## src/rtl/mem_port_arbiter_if.sv

```systemverilog
// One requester's port onto the shared RAM: request/grant handshake, write
// payload and the read-return channel.
interface mem_port_arbiter_if #(
    parameter int ADDR_W = 32
);
    logic              req;
    logic [ADDR_W-1:0] addr;
    logic [3:0]        wmask;
    logic [31:0]       wdata;
    logic              gnt;
    logic              rvalid;
    logic [31:0]       rdata;

    modport master (output req, addr, wmask, wdata, input gnt, rvalid, rdata);
    modport slave  (input req, addr, wmask, wdata, output gnt, rvalid, rdata);
endinterface

```

## src/rtl/mem_port_arbiter.sv

```systemverilog
// Shares one single-port 32-bit block RAM between two requesters, round-robin
// with a bounded burst so neither port can starve the other.
module mem_port_arbiter #(
    parameter int ADDR_W    = 32,
    parameter int BURST_LEN = 4
) (
    input  logic              clk_i,
    input  logic              rst_ni,
    mem_port_arbiter_if.slave m0,
    mem_port_arbiter_if.slave m1,
    output logic [ADDR_W-1:0] mem_addr_o,
    output logic              mem_rstrb_o,
    output logic [3:0]        mem_wmask_o,
    output logic [31:0]       mem_wdata_o,
    input  logic [31:0]       mem_rdata_i
);
    localparam int NREQ  = 2;
    localparam int CNT_W = $clog2(BURST_LEN + 1);

    typedef enum logic {OWN_M0 = 1'b0, OWN_M1 = 1'b1} owner_e;

    owner_e                      owner_q, owner_d;
    logic [CNT_W-1:0]            cnt_q, cnt_d;
    logic [NREQ-1:0]             req, gnt, is_rd, rvalid_q, rvalid_d;
    logic [NREQ-1:0][ADDR_W-1:0] addr;
    logic [NREQ-1:0][3:0]        wmask;
    logic [NREQ-1:0][31:0]       wdata;
    logic                        burst_open;

    assign req   = {m1.req, m0.req};
    assign addr  = {m1.addr, m0.addr};
    assign wmask = {m1.wmask, m0.wmask};
    assign wdata = {m1.wdata, m0.wdata};

    assign m0.gnt    = gnt[0];
    assign m1.gnt    = gnt[1];
    assign m0.rvalid = rvalid_q[0];
    assign m1.rvalid = rvalid_q[1];
    assign m0.rdata  = mem_rdata_i;
    assign m1.rdata  = mem_rdata_i;

    for (genvar i = 0; i < NREQ; i++) begin : g_req
        assign is_rd[i]    = (wmask[i] == 4'b0000);
        assign rvalid_d[i] = gnt[i] & is_rd[i];
    end

    assign burst_open = (int'(cnt_q) < BURST_LEN);

    // Grants are gated by reset so the RAM sees an idle bus while rst_ni is low.
    always_comb begin
        gnt = '0;
        if (rst_ni) begin
            case (req)
                2'b01:   gnt = 2'b01;
                2'b10:   gnt = 2'b10;
                2'b11: begin
                    if (burst_open) gnt = (owner_q == OWN_M1) ? 2'b10 : 2'b01;
                    else            gnt = (owner_q == OWN_M1) ? 2'b01 : 2'b10;
                end
                default: gnt = '0;
            endcase
        end
    end

    always_comb begin
        owner_d = owner_q;
        cnt_d   = cnt_q;
        if (gnt == '0) begin
            cnt_d = '0;
        end else if (gnt[1] == (owner_q == OWN_M1)) begin
            if (burst_open) cnt_d = cnt_q + 1'b1;
        end else begin
            owner_d = gnt[1] ? OWN_M1 : OWN_M0;
            cnt_d   = CNT_W'(1);
        end
    end

    always_ff @(posedge clk_i or negedge rst_ni) begin
        if (!rst_ni) begin
            owner_q  <= OWN_M0;
            cnt_q    <= '0;
            rvalid_q <= '0;
        end else begin
            owner_q  <= owner_d;
            cnt_q    <= cnt_d;
            rvalid_q <= rvalid_d;
        end
    end

    always_comb begin
        mem_addr_o  = '0;
        mem_wmask_o = '0;
        mem_wdata_o = '0;
        mem_rstrb_o = 1'b0;
        for (int i = 0; i < NREQ; i++) begin
            if (gnt[i]) begin
                mem_addr_o  = addr[i];
                mem_wmask_o = wmask[i];
                mem_wdata_o = wdata[i];
                mem_rstrb_o = is_rd[i];
            end
        end
    end
endmodule

```

## src/flat_wrapper.sv

```systemverilog
// flat-port wrapper written by rule: the top's interface ports become plain ports
module mem_port_arbiter_flat 
#(
    parameter int ADDR_W    = 32,
    parameter int BURST_LEN = 4
)
  (clk_i, rst_ni, mem_addr_o, mem_rstrb_o, mem_wmask_o, mem_wdata_o, mem_rdata_i, m0_req, m0_addr, m0_wmask, m0_wdata, m0_gnt, m0_rvalid, m0_rdata, m1_req, m1_addr, m1_wmask, m1_wdata, m1_gnt, m1_rvalid, m1_rdata);
  mem_port_arbiter_if #(.ADDR_W(ADDR_W)) m0_i ();
  mem_port_arbiter_if #(.ADDR_W(ADDR_W)) m1_i ();
  input  logic clk_i;
  input  logic rst_ni;
  output logic [ADDR_W-1:0] mem_addr_o;
  output logic mem_rstrb_o;
  output logic [3:0] mem_wmask_o;
  output logic [31:0] mem_wdata_o;
  input  logic [31:0] mem_rdata_i;
  input wire logic [$bits(m0_i.req)-1:0] m0_req;
  input wire logic [$bits(m0_i.addr)-1:0] m0_addr;
  input wire logic [$bits(m0_i.wmask)-1:0] m0_wmask;
  input wire logic [$bits(m0_i.wdata)-1:0] m0_wdata;
  output wire logic [$bits(m0_i.gnt)-1:0] m0_gnt;
  output wire logic [$bits(m0_i.rvalid)-1:0] m0_rvalid;
  output wire logic [$bits(m0_i.rdata)-1:0] m0_rdata;
  input wire logic [$bits(m1_i.req)-1:0] m1_req;
  input wire logic [$bits(m1_i.addr)-1:0] m1_addr;
  input wire logic [$bits(m1_i.wmask)-1:0] m1_wmask;
  input wire logic [$bits(m1_i.wdata)-1:0] m1_wdata;
  output wire logic [$bits(m1_i.gnt)-1:0] m1_gnt;
  output wire logic [$bits(m1_i.rvalid)-1:0] m1_rvalid;
  output wire logic [$bits(m1_i.rdata)-1:0] m1_rdata;
  assign m0_i.req = m0_req;
  assign m0_i.addr = m0_addr;
  assign m0_i.wmask = m0_wmask;
  assign m0_i.wdata = m0_wdata;
  assign m0_gnt = m0_i.gnt;
  assign m0_rvalid = m0_i.rvalid;
  assign m0_rdata = m0_i.rdata;
  assign m1_i.req = m1_req;
  assign m1_i.addr = m1_addr;
  assign m1_i.wmask = m1_wmask;
  assign m1_i.wdata = m1_wdata;
  assign m1_gnt = m1_i.gnt;
  assign m1_rvalid = m1_i.rvalid;
  assign m1_rdata = m1_i.rdata;
  mem_port_arbiter #(.ADDR_W(ADDR_W), .BURST_LEN(BURST_LEN)) u_core (.clk_i(clk_i), .rst_ni(rst_ni), .m0(m0_i), .m1(m1_i), .mem_addr_o(mem_addr_o), .mem_rstrb_o(mem_rstrb_o), .mem_wmask_o(mem_wmask_o), .mem_wdata_o(mem_wdata_o), .mem_rdata_i(mem_rdata_i));
endmodule
```

## config.mk

```make
export PLATFORM = sky130hd
export DESIGN_NAME = mem_port_arbiter_flat
export DESIGN_NICKNAME = d
export VERILOG_FILES = /design/src/rtl/mem_port_arbiter_if.sv /design/src/rtl/mem_port_arbiter.sv /design/src/flat_wrapper.sv
export SDC_FILE = /design/constraint.sdc
export NUM_CORES = 1
export LEC_CHECK = 0
export ABC_AREA = 0
export CAP_MARGIN = 30
export CORE_AREA = 3 3 119 121
export CTS_BUF_LIST = sky130_fd_sc_hd__clkbuf_8
export DETAILED_ROUTE_END_ITERATION = 8
export DIE_AREA = 0 0 122 124
export PLACE_DENSITY = 0.57
export SLEW_MARGIN = 20
export SYNTH_ARGS = -nofsm -noshare
export SYNTH_HDL_FRONTEND = slang
export SYNTH_SLANG_ARGS = --single-unit
```

## constraint.sdc

```tcl
create_clock -name clk_i -period 1.93 [get_ports clk_i]
set_clock_uncertainty 0.2 [all_clocks]
set_input_delay 0.4825 -clock clk_i [delete_from_list [all_inputs] [get_ports clk_i]]
set_output_delay 0.4825 -clock clk_i [all_outputs]
set_load 0.01 [all_outputs]
```

Word-level counts from Yosys, hierarchy flattened

Index checks and enable logic that the tools add are counted.

Bits of input ports: 172
Register bits: 6
Latch bits: 0
ROM bits: 0
Memories kept: 0
Word-level logic and storage cells: 35
Bits in writable memories: 0
Output and inout port bits: 137

Magnitude comparators: 1
Add/subtract/negate cells: 1
Muxes and demuxes: 17
Shift operators: 0
Reductions and logical operators: 4
Equal/unequal tests: 5
Bitwise gates (word level): 4
Div/mod/pow operators: 0
Multipliers: 0

Operators by type and width:

| operator            | count |
|---|---|
| $mux 32             | 4 |
| $mux 3              | 3 |
| $logic_not 4->1     | 2 |
| $mux 2              | 4 |
| $mux 4              | 2 |
| $pmux 2 s3          | 1 |
| $eq 2x2->1 const B  | 2 |
| $add 3x1->3 const B | 1 |
| $lt 3x3->1 const B  | 1 |
| $mux 1              | 3 |
| $ne 3x1->1 const B  | 1 |
| $and 1x1->1         | 2 |
| $eq 2x1->1 const B  | 1 |
| $logic_not 2->1     | 1 |
| $not 1->1           | 2 |
| $reduce_and 2->1    | 1 |
| $eq 1x1->1          | 1 |

Depth between registers and ports, before layout

Gate-level depths: netlist of the first run.

Depth in word-level cells: 7
Mapped depth: 6
Depth with buffers taken out: 3

Worst setup path before layout of the first run

Ideal clock, no wire load.

Path type: reg-to-output
From: reg u_core.owner_q
To: out mem_wdata_o[24]
Path slack: -239 ps
Required time: 1247 ps
Arrival time: 1486 ps
Stages on the path, launching flop included: 6
Path buffers: 2
Path through: dfrtp_1 -> buf_4 -> xnor2_2 -> a211oi_4 -> buf_6 -> a22o_1

Elaborated cells between the ends (all ways): 7
Classes of those cells: mux (7)

RTL lines:

| what                      | RTL line                                       | RTL |
|---|---|---|
| start, declared           | mem_port_arbiter.sv:22                         | `owner_e owner_q, owner_d;` |
| start signal, assigned    | mem_port_arbiter.sv:84                         | `owner_q <= owner_d;` |
| $mux 2 (on tied branches) | mem_port_arbiter.sv:58, mem_port_arbiter.sv:57 |  |
| $mux 2 *                  | mem_port_arbiter.sv:57                         | `if (burst_open) gnt = (owner_q == OWN_M1) ? 2'b10 : 2'b01;` |
| $pmux 2 s3 *              | mem_port_arbiter.sv:53                         | `case (req)` |
| $mux 2 *                  | mem_port_arbiter.sv:52                         | `if (rst_ni) begin` |
| named net m1_gnt          | flat_wrapper.sv:28                             | `output wire logic [$bits(m1_i.gnt)-1:0] m1_gnt;` |
| $mux 32 *                 | mem_port_arbiter.sv:96                         | `if (gnt[i]) begin` |
| end, declared             | flat_wrapper.sv:15                             | `output logic [31:0] mem_wdata_o;` |

Mark *: on every way through the listed nets, which the timed path passes. The rest lies on a longest branch.

Final worst setup path of the first run

From: reg u_core.owner_q
To: out mem_addr_o[28]

Word-level cells in the longest chain between the ends: 6
Elaborated cells between the ends (all ways): 7
Classes of those cells: mux (7)

RTL lines:

| what                      | RTL line                                       | RTL |
|---|---|---|
| $mux 2 (on tied branches) | mem_port_arbiter.sv:58, mem_port_arbiter.sv:57 |  |
| $mux 2 *                  | mem_port_arbiter.sv:57                         |  |
| $pmux 2 s3 *              | mem_port_arbiter.sv:53                         |  |
| $mux 2 *                  | mem_port_arbiter.sv:52                         |  |
| $mux 32                   | mem_port_arbiter.sv:96                         |  |
| $mux 32 *                 | mem_port_arbiter.sv:96                         |  |
| end, declared             | flat_wrapper.sv:12                             | `output logic [ADDR_W-1:0] mem_addr_o;` |

Mark *: on every way between the ends. The rest lies on a longest branch, timed or not.

==> reports/results.tsv, run 1 <==
stage	metric	value	unit
setup_path	crit path capture type	output port	
grt	pin count of the biggest net entering global routing	37	
floorplanning	die width	122	µm
grt	vias in the first global route	2201	
floorplanning	IO Pins	309	
setup_path	critical path peak fanout	4	
sta	relative slew slack	73.29	%
logic_synthesis	Area contributors post-synth	a22o_1 (39%), buf_4 (31%), dfrtp_1 (9.6%)	
detailed_routing	antenna-violating nets left	0	
place	DPL Wire Length	6930	µm
setup_path	Worst setup startpoint	u_core.owner_q$_DFFE_PN0P_	
sta	Final Slew Violations	0	
clock_network	Num CTS Buffers	3	
sta	Setup-failing EPs final	71	
logic_synthesis	Distinct cells, synth	23	
place	gpl congestion	0.7490	
power_and_ir_drop	Design Power	1.138	mW
floorplanning	die area	15130	µm²
sta	final worst slack	-527.5	ps
run_status	violated checks	setup timing	
logic_synthesis	Avg Cell Area, Syn	8.574	µm²
grt	total gr overflow	0	
setup_path	slowest stage delay, CP	430	ps
grt	antenna violations before repair	0	
layout	area of the multi-input gates	818.3	µm²
clock_network	Reg clk slew, reported paths	40	ps
clock_network	Clock Latency Late Sink	220	ps
detailed_routing	drt pass-1 iters	4	
floorplanning	core footprint	13190	µm²
place	placed cell area	3473	µm²
setup_path	CP Cell Sequence	xnor2_4, a211oi_4, buf_6, buf_6, buf_6, buf_6, a22o_1, buf_2	
power_and_ir_drop	Lkg Pwr	1.564	nW
logic_synthesis	Yosys top cell by area	a22o_1	
sta	RSZ-0062 raised after global routing	yes	
setup_path	most frequent CP cell	buf_6	
detailed_routing	final WL	8831	µm
place	PortBufs	212	
min_path	worst hold path class	in2async	
floorplanning	Initial Util	11.90	%
layout	nets	522	
clock_network	Longest Clk Path Bufs	2	
layout	post-route cell area	3490	µm²
clock_network	CTS sink count	6	
logic_synthesis	sequential share of the synthesized area	9.569	%
logic_synthesis	Mapped Area	1569	µm²
floorplanning	row count	42	
clock_network	CTS tree	done	
detailed_routing	Residual DRC	0	
clock_network	cts hold-fix bufs	0	
detailed_routing	Avg WL per Cell	16.89	µm
clock_network	H-tree depth	1	
sta	Least-Margin Pin Slew	397.0	ps
setup_path	flop-to-flop setup slack	220	ps
logic_synthesis	async set-reset flop share out of synthesis	100.0	%
flow_run	max-cap violations	0	
power_and_ir_drop	PwrDens	326.2	nW/µm²
logic_synthesis	top_reg_cell synth	dfrtp_1	
setup_path	WP data required	1250	ps
logic_synthesis	Post-synth EDFFs	0	
logic_synthesis	post-synthesis cell count	183	
sta	Final Hold Vio Count	0	
run_status	status	complete, but fails checks	
detailed_routing	DR iter-0 viols	17	
detailed_routing	Vias/cell	4.031	
layout	most common cell after layout, fill and taps aside	clkdlybuf4s50_1	
setup_path	Crit path arrival time	1770	ps
layout	fraction of layout cells with a size suffix above 1	31.99	%
setup_path	Worst Reg-to-Reg Cells	6	
sta	fin crit period	2457	ps
setup_path	CP max-delay cell	dfrtp_2	
grt	Total Routing Usage GR	10.05	%
grt	first-pass GRT wire length	11710	µm
setup_path	Worst Path Class, Setup	reg2out	
setup_path	critical path launch point type	flop	
logic_synthesis	YS warnings	0	
power_and_ir_drop	maximum vdd ir drop	0.1226	mV
layout	storage element area	152.6	µm²
sta	period utilization	127.3	%
clock_network	CTS Root Cell	clkbuf_8	
layout	P&R area growth vs syn	122.4	%
layout	Fill cells	1435	
setup_path	worst setup path end	mem_addr_o[28]	
logic_synthesis	Net Count, Synth	356	
layout	commonest cells after routing, fill and taps aside	clkdlybuf4s50_1 (138), a22o_1 (69), buf_2 (60)	
setup_path	RR Endpoint	u_core.rvalid_q[1]$_DFF_PN0_	
logic_synthesis	flops & latches, synth	6	
floorplanning	Die Y	124	µm
setup_path	worst r2r src	u_core.owner_q$_DFFE_PN0P_	
logic_synthesis	Synth top area share	38.52	%
sta	fmax	0.4069	GHz
layout	diodes inserted	0	
detailed_routing	vias	2108	
## sequential cells by signal (all words and copies together), names as in the netlist
| signal | count |
|---|---|
| u_core.cnt_q | 3 |
| u_core.owner_q | 1 |
| u_core.rvalid_q | 2 |
## layer usage
metal	share of wire [%]	track usage (%)	vias to the layer above
li1	-	-	965
met1	33	9.542	951
met2	51	20.37	162
met3	12	2.361	30
met4	3.6	4.272	0
met5	0	0	-
## logic make-up (layout without fill, tap and decap cells)
logic type / count (synthesis) / count (layout) / synth area share (%)
mux: 1 / 1 / 0.6380
simple gates: 14 / 14 / 5.503
fa+ha+maj: 1 / 1 / 0.7973
flops: 6 / 6 / 9.569
compound gates: 77 / 77 / 42.98
xor+xnor: 1 / 1 / 1.037
buf+inv: 83 / 247 / 39.47
## worst min path at each step
stage,endpoint,cells past startpoint,slack (ps)
floorplan,u_core.cnt_q[0]$_DFFE_PN0P_,0,-10
global placement,u_core.cnt_q[1]$_DFFE_PN0P_,2,310
detailed placement,u_core.cnt_q[1]$_DFFE_PN0P_,2,350
CTS,u_core.cnt_q[0]$_DFFE_PN0P_,3,240
global route,u_core.cnt_q[0]$_DFFE_PN0P_,3,270
finish,u_core.cnt_q[0]$_DFFE_PN0P_,3,240
## cell type report
cell class	count	share of cell area [%]
clock buffers	3	1.183
inverters	2	0.2151
multi-input cells	94	23.45
flip-flops and latches	6	4.374
well taps	176	6.310
repair buffers	242	64.47
## synth_stat cells (all sizes together), types with 2 or more instances
cell type / n
clkbuf: 5
and2: 2
nor4: 3
inv: 2
nor4b: 2
a21oi: 3
buf: 76
dfrtp: 6
nor2: 4
a22o: 69
## stage by stage
stage,setup TNS [ps],hold WS (ps),util (%),std cells,setup slack [ps]
floorplan,-12640,-13.09,-,183,-196.5
global placement,-76350,313.0,26.33,505,-1152
detailed placement,-77880,345.1,26.33,505,-1186
CTS,-34810,244.9,26.10,520,-595.1
global route,-39030,270.9,26.46,523,-598.6
finish,-34320,241.1,26.46,523,-527.5
## power by group
group | total, mW | internal [mW] | switching [mW]
combinational | 0.814 | 0.520 | 0.294
sequential | 0.141 | 0.134 | 0.00725
clock | 0.183 | 0.134 | 0.0495
## what timing repair did
action                     4_1_cts  5_1_grt
setup buffers                    8        1
resized for setup              291       29
setup endpoints to repair       71       71
gates cloned                     4        2
pin swaps                        7        7
## critical path: cells and delay by family (launching register included)
family	cells	cell delay, ps
AOI/OAI and AO/OA	2	400
xor gates and xnor gates	1	170
DFF	1	430
buffers and inverters	5	550
Power figures use the tool's default switching activity.
==> inputs of run 2 (changes only) <==
--- a/config.mk
+++ b/config.mk
@@ -5,13 +5,12 @@
 export SDC_FILE = /design/constraint.sdc
 export NUM_CORES = 1
 export LEC_CHECK = 0
-export ABC_AREA = 0
 export CAP_MARGIN = 30
-export CORE_AREA = 3 3 119 121
+export CORE_AREA = 3 3 117 119
 export CTS_BUF_LIST = sky130_fd_sc_hd__clkbuf_8
 export DETAILED_ROUTE_END_ITERATION = 8
-export DIE_AREA = 0 0 122 124
-export PLACE_DENSITY = 0.57
+export DIE_AREA = 0 0 120 122
+export PLACE_DENSITY = 0.56
 export SLEW_MARGIN = 20
 export SYNTH_ARGS = -nofsm -noshare
 export SYNTH_HDL_FRONTEND = slang
==> constraint.sdc (replaced) <==
create_clock -name clk_i -period 3.14 [get_ports clk_i]
set_clock_uncertainty 0.2 [all_clocks]
set_input_delay 0.785 -clock clk_i [delete_from_list [all_inputs] [get_ports clk_i]]
set_output_delay 0.785 -clock clk_i [all_outputs]
set_load 0.01 [all_outputs]
==> reports/results.tsv, run 2 (synthesis results as in run 1) <==
stage	metric	value	unit	change
layout	diodes inserted	0		unchanged
detailed_routing	antenna-violating nets left	0		unchanged
layout	largest registers	u_core.cnt_q: 3 flops, u_core.rvalid_q: 2 flops, u_core.owner_q: 1 flops		
detailed_routing	DR iter-0 viols	80		+63
sta	setup_tns	0	ps	+34320 ps
grt	first-pass GRT wire length	12810	µm	+9.4%
sta	Setup-failing EPs final	0		-100%
sta	final worst slack	61.75	ps	+589.2 ps
layout	fraction of layout cells with a size suffix above 1	12.87	%	-19 points
place	gpl congestion	0.7567		+1.0%
sta	Final Hold Vio Count	0		unchanged
clock_network	CTS Root Cell	clkbuf_8		
sta	fin crit period	3078	ps	
power_and_ir_drop	Design Power	0.6597	mW	-42%
setup_path	crit path capture type	output port		
sta	relative slew slack	75.11	%	+1.8 points
grt	met3 usage	3.668	%	+1.3 points
floorplanning	Initial Util	12.38	%	+0.49 points
run_status	status	complete, no violations		
grt	antenna violations before repair	0		unchanged
grt	total gr overflow	0		unchanged
sta	fmax	0.3249	GHz	
power_and_ir_drop	Lkg Pwr	1.544	nW	-1.2%
detailed_routing	Avg WL per Cell	18.27	µm	+8.2%
detailed_routing	Residual DRC	0		unchanged
place	Post-Place Cells	500		-0.99%
layout	nets	509		-2.5%
sta	RSZ-0062 raised after global routing	no		
setup_path	critical path launch point type	input pin		
place	setup slack at placement	-596.0	ps	+590.0 ps
layout	Non-Filler Instances	506		-3.3%
grt	pin count of the biggest net entering global routing	38		+2.7%
setup_path	critical path peak fanout	17		+13
setup_path	Crit path arrival time	2090	ps	+320 ps
layout	Largest register FFs	3		unchanged
clock_network	Longest Clk Path Bufs	2		unchanged
clock_network	H-tree depth	1		unchanged
sta	Final Slew Violations	0		unchanged
power_and_ir_drop	PwrDens	193.3	nW/µm²	-41%
min_path	worst hold path class	reg2reg		
layout	commonest cells after routing, fill and taps aside	clkdlybuf4s50_1 (138), a22o_1 (69), dlygate4sd2_1 (46)		
setup_path	Worst Path Class, Setup	in2out		
detailed_routing	vias	1996		-5.3%
clock_network	CTS sink count	6		unchanged
setup_path	WP data required	2150	ps	+900 ps
floorplanning	row count	41		-2.4%
floorplanning	IO Pins	309		unchanged
floorplanning	Die Y	122	µm	-1.6%
clock_network	cts hold-fix bufs	0		unchanged
clock_network	Reg clk slew, reported paths	40	ps	about the same
detailed_routing	final WL	9247	µm	+4.7%
grt	Total Routing Usage GR	11.30	%	+1.3 points
sta	period utilization	98.03	%	
grt	vias in the first global route	2074		-5.8%
flow_run	max-cap violations	0		unchanged
layout	Top reg by flops	u_core.cnt_q		
grt	grt met2 use	21.53	%	+1.2 points
clock_network	CTS tree	done		
power_and_ir_drop	maximum vdd ir drop	0.06804	mV	-44%
floorplanning	core footprint	12670	µm²	-3.9%
detailed_routing	drt pass-1 iters	4		unchanged
layout	final core utilization	26.94	%	+0.48 points
place	DPL Wire Length	8057	µm	+16%
layout	P&R area growth vs syn	117.5	%	
grt	busiest grt layer	met2		
floorplanning	die area	14640	µm²	-3.2%
clock_network	Num CTS Buffers	3		unchanged
place	PortBufs	212		unchanged
layout	most common cell after layout, fill and taps aside	clkdlybuf4s50_1		
grt	met1 usage	12.31	%	+2.8 points
detailed_routing	Vias/cell	3.945		-2.1%
sta	Least-Margin Pin Slew	370.0	ps	-26.98 ps
floorplanning	die width	120	µm	-1.6%
clock_network	Clock Latency Late Sink	220	ps	about the same
-- run 2: path summary, 6_finish.rpt --
path / from / depth (start not counted) / slack (ps) / to
worst min-delay path: u_core.cnt_q[1]$_DFFE_PN0P_ / 2 / 340 / u_core.cnt_q[1]$_DFFE_PN0P_
worst min register to register: u_core.cnt_q[1]$_DFFE_PN0P_ / 2 / 340 / u_core.cnt_q[1]$_DFFE_PN0P_
max in group asynchronous: rst_ni / 2 / 2230 / u_core.cnt_q[2]$_DFFE_PN0P_
worst max-delay path: rst_ni / 7 / 60 / mem_addr_o[3]
worst max register to register: u_core.cnt_q[2]$_DFFE_PN0P_ / 5 / 1530 / u_core.rvalid_q[1]$_DFF_PN0_
min in group asynchronous: rst_ni / 2 / 380 / u_core.owner_q$_DFFE_PN0P_
-- run 2: layout make-up --
cell class	instances	area, µm²
Clock buffer	3	41.29
Fill cell	1375	9258
Inverter	2	7.507
Multi-Input combinational cell	94	799.5
Sequential cell	6	150.1
Tap cell	172	215.2
Timing Repair Buffer	229	2200
-- run 2: per-stage QoR --
step                hold WS [ps]  cell area (µm²)
floorplan                  289.4             1569
global placement           317.9             3450
detailed placement         336.4             3450
CTS                        347.8             3435
global route               393.8             3413
finish                     342.6             3413
-- run 2: routing by layer --
metal	wire length (µm)	vias up
met4	118	0
met1	3220	878
met3	882	11
met2	5026	172
li1	-	935
met5	0	-
-- run 2: where the power goes --
group          switching [mW]  leakage [nW]  internal [mW]
clock network          0.0321        0.0216         0.0823
logic                   0.166          1.44          0.294
registers             0.00367        0.0808         0.0819
total                   0.201          1.54          0.458
-- run 2: critical path, stage by stage --
cell	delay, ps
clkdlybuf4s15_2	200
inv_2	50
a211oi_4	200
buf_6	160
bufbuf_16	280
a22o_1	140
dlygate4sd2_1	260
-- run 2: what timing repair did --
item / in CTS / in global routing
hold endpoints to repair: 0 / 0
cloned: 2 / 0
setup buffers: 2 / 0
gates resized for setup: 129 / 9
endpoints found under the setup margin: 71 / 11
pin swaps: 1 / 0
==> inputs of run 3 (changes only) <==
--- a/config.mk
+++ b/config.mk
@@ -6,11 +6,12 @@
 export NUM_CORES = 1
 export LEC_CHECK = 0
 export CAP_MARGIN = 30
-export CORE_AREA = 3 3 117 119
+export CORE_AREA = 2 2 120 122
 export CTS_BUF_LIST = sky130_fd_sc_hd__clkbuf_8
 export DETAILED_ROUTE_END_ITERATION = 8
-export DIE_AREA = 0 0 120 122
-export PLACE_DENSITY = 0.56
+export DIE_AREA = 0 0 122 124
+export PLACE_DENSITY = 0.53
+export REMOVE_ABC_BUFFERS = 1
 export SLEW_MARGIN = 20
 export SYNTH_ARGS = -nofsm -noshare
 export SYNTH_HDL_FRONTEND = slang
==> reports/results.tsv, run 3 (synthesis results as in run 1) <==
stage	metric	value	unit	change
clock_network	CTS tree	done		
layout	area of the multi-input gates	845.8	µm²	+5.8%
layout	Fill cells	1515		+10%
min_path	hold path depth	2		unchanged
detailed_routing	drt pass-1 iters	6		+2
floorplanning	Die Y	124	µm	+1.6%
setup_path	slowest stage delay, CP	480	ps	+200 ps
run_status	status	complete, no violations		
layout	diodes inserted	0		unchanged
clock_network	Longest Clk Path Bufs	2		unchanged
floorplanning	die area	15130	µm²	+3.3%
setup_path	RR Endpoint	u_core.rvalid_q[1]$_DFF_PN0_		
place	placed cell area	3442	µm²	-0.22%
setup_path	worst r2r src	u_core.owner_q$_DFFE_PN0P_		
layout	commonest cells after routing, fill and taps aside	clkdlybuf4s50_1 (139), a22o_1 (67), dlygate4sd2_1 (24)		
floorplanning	row count	43		+4.9%
detailed_routing	Avg WL per Cell	23.04	µm	+26%
setup_path	Worst setup startpoint	m0_wmask[2]		
grt	first-pass GRT wire length	15610	µm	+22%
place	DPL Wire Length	9669	µm	+20%
setup_path	WP data required	2150	ps	about the same
place	Post-Place Cells	509		+1.8%
setup_path	crit path capture type	output port		
sta	final worst slack	105.8	ps	+44.08 ps
detailed_routing	Vias/cell	4.175		+5.8%
min_path	HP Start	u_core.cnt_q[1]$_DFFE_PN0P_		
setup_path	CP Cell Sequence	clkdlybuf4s50_1, nor4_4, a22o_1, dlygate4sd2_1		
layout	final core utilization	26.42	%	-0.52 points
setup_path	flop-to-flop setup slack	1570	ps	+40 ps
setup_path	critical path launch point type	input pin		
layout	Non-Filler Instances	521		+3.0%
setup_path	Crit path arrival time	2050	ps	-40 ps
clock_network	cts hold-fix bufs	0		unchanged
detailed_routing	final WL	12000	µm	+30%
floorplanning	die width	122	µm	+1.7%
setup_path	CP max-delay cell	clkdlybuf4s50_1		
sta	fin crit period	3034	ps	-44.08 ps
sta	Final Slew Violations	0		unchanged
power_and_ir_drop	switching part of the total	31.72	%	+1.2 points
power_and_ir_drop	internal power	0.4883	mW	+6.6%
layout	storage element area	150.1	µm²	unchanged
sta	Final Hold Vio Count	0		unchanged
grt	antenna violations before repair	0		unchanged
clock_network	Reg clk slew, reported paths	40	ps	about the same
power_and_ir_drop	PwrDens	197.3	nW/µm²	+2.1%
setup_path	worst setup path end	mem_rstrb_o		
place	gpl congestion	0.7519		-0.63%
power_and_ir_drop	Lkg Pwr	1.572	nW	+1.8%
grt	total gr overflow	0		unchanged
sta	fmax	0.3296	GHz	+1.5%
power_and_ir_drop	Comb pwr share	71.7	%	+2.0 points
layout	Largest register FFs	3		unchanged
grt	pin count of the biggest net entering global routing	25		-34%
sta	relative slew slack	79.78	%	+4.7 points
sta	Least-Margin Pin Slew	300.8	ps	-69.19 ps
min_path	worst hold path class	reg2reg		
layout	Top reg by flops	u_core.cnt_q		
detailed_routing	DR iter-0 viols	97		+21%
floorplanning	IO Pins	309		unchanged
clock_network	Clock Latency Late Sink	230	ps	about the same
detailed_routing	Residual DRC	0		unchanged
flow_run	max-cap violations	0		unchanged
setup_path	critical path peak fanout	2		-15
sta	worst hold margin	333.5	ps	-9.097 ps
layout	post-route cell area	3625	µm²	+6.2%
power_and_ir_drop	Sw Pwr	0.2269	mW	+13%
detailed_routing	vias	2175		+9.0%
sta	period utilization	96.63	%	-1.4 points
place	setup slack at placement	-680.2	ps	-84.20 ps
clock_network	CTS Root Cell	clkbuf_8		
floorplanning	core footprint	13720	µm²	+8.3%
layout	fraction of layout cells with a size suffix above 1	20.53	%	+7.7 points
detailed_routing	antenna-violating nets left	0		unchanged
power_and_ir_drop	maximum vdd ir drop	0.07321	mV	+7.6%
power_and_ir_drop	Flop pwr share	12.0	%	-1.0 points
layout	most common cell after layout, fill and taps aside	clkdlybuf4s50_1		
place	PortBufs	212		unchanged
floorplanning	Initial Util	11.44	%	-0.95 points
power_and_ir_drop	power share of the clock group	16.4	%	-0.9 points
setup_path	Worst Path Class, Setup	in2out		
setup_path	Worst Reg-to-Reg Cells	5		unchanged
grt	vias in the first global route	2294		+11%
grt	Total Routing Usage GR	14.40	%	+3.1 points
clock_network	Num CTS Buffers	3		unchanged
layout	nets	516		+1.4%
clock_network	H-tree depth	1		unchanged
clock_network	CTS sink count	6		unchanged
sta	Setup-failing EPs final	0		unchanged
layout	largest registers	u_core.cnt_q: 3 flops, u_core.rvalid_q: 2 flops, u_core.owner_q: 1 flops		
sta	RSZ-0062 raised after global routing	no		
layout	P&R area growth vs syn	131.0	%	
run 3: cell types whose count changed in the layout (fill, tap and decap cells not counted), moves of 2 or more:
cell | before | now
dlygate4sd2_1 | 46 | 24
clkdlybuf4s15_2 | 3 | 11
nor4_1 | 3 | 1
clkbuf_2 | 0 | 2
buf_16 | 0 | 4
buf_4 | 11 | 13
a22o_4 | 0 | 2
clkdlybuf4s15_1 | 10 | 15
a22o_1 | 69 | 67
buf_2 | 15 | 21
run 3: stage by stage:
step	TNS [ps]	power (mW)
after detailed placement	-39070	0.5940
final	0	0.7152
after global placement	-38620	0.5924
after CTS	0	0.7239
after floorplan	-37210	0.2311
after global routing	0	0.7541
run 3: worst min-delay path by stage:
stage	endpoint
after CTS	u_core.cnt_q[1]$_DFFE_PN0P_
after global routing	u_core.cnt_q[1]$_DFFE_PN0P_
after floorplan	u_core.cnt_q[0]$_DFFE_PN0P_
final	u_core.cnt_q[1]$_DFFE_PN0P_
after global placement	u_core.cnt_q[1]$_DFFE_PN0P_
after detailed placement	u_core.cnt_q[1]$_DFFE_PN0P_
run 3: critical path, delay by kind of cell:
family	cells	cell delay, ps
AND/OR/NAND/NOR	1	340
AO/OA/AOI/OAI	1	180
buffers and inverters	2	750
run 3: area by class of cell:
cell class | instances | share of cell area, %
clock buffer | 3 | 1.139
inverter | 2 | 0.2071
multi-input combinational | 94 | 23.33
sequential | 6 | 4.142
tap | 180 | 6.213
timing repair buffer | 236 | 64.96
run 3: layer usage:
| layer | vias to the layer above | wire length (µm) | GRT usage [%] |
|---|---|---|---|
| met1 | 1030 | 4751 | 17.12 |
| met2 | 182 | 5417 | 21.05 |
| met5 | - | 95 | 9.028 |
| met4 | 4 | 42 | 1.509 |
| li1 | 953 | - | - |
| met3 | 6 | 1695 | 10.07 |
run 3: what timing repair did:
item | CTS | global route
pin swaps | 3 | 2
buffers inserted | 4 | 0
gates resized for setup | 187 | 6
endpoints found under the setup margin | 71 | 36
gates cloned | 5 | 0
run 3: power groups by stage:
stage	registers [mW]	logic (mW)	clock network, mW
finish	0.0858	0.512	0.117
global route	0.0862	0.544	0.124
CTS	0.0856	0.516	0.122
detailed placement	0.0864	0.508	0
global placement	0.0864	0.506	0
floorplan	0.0879	0.143	0
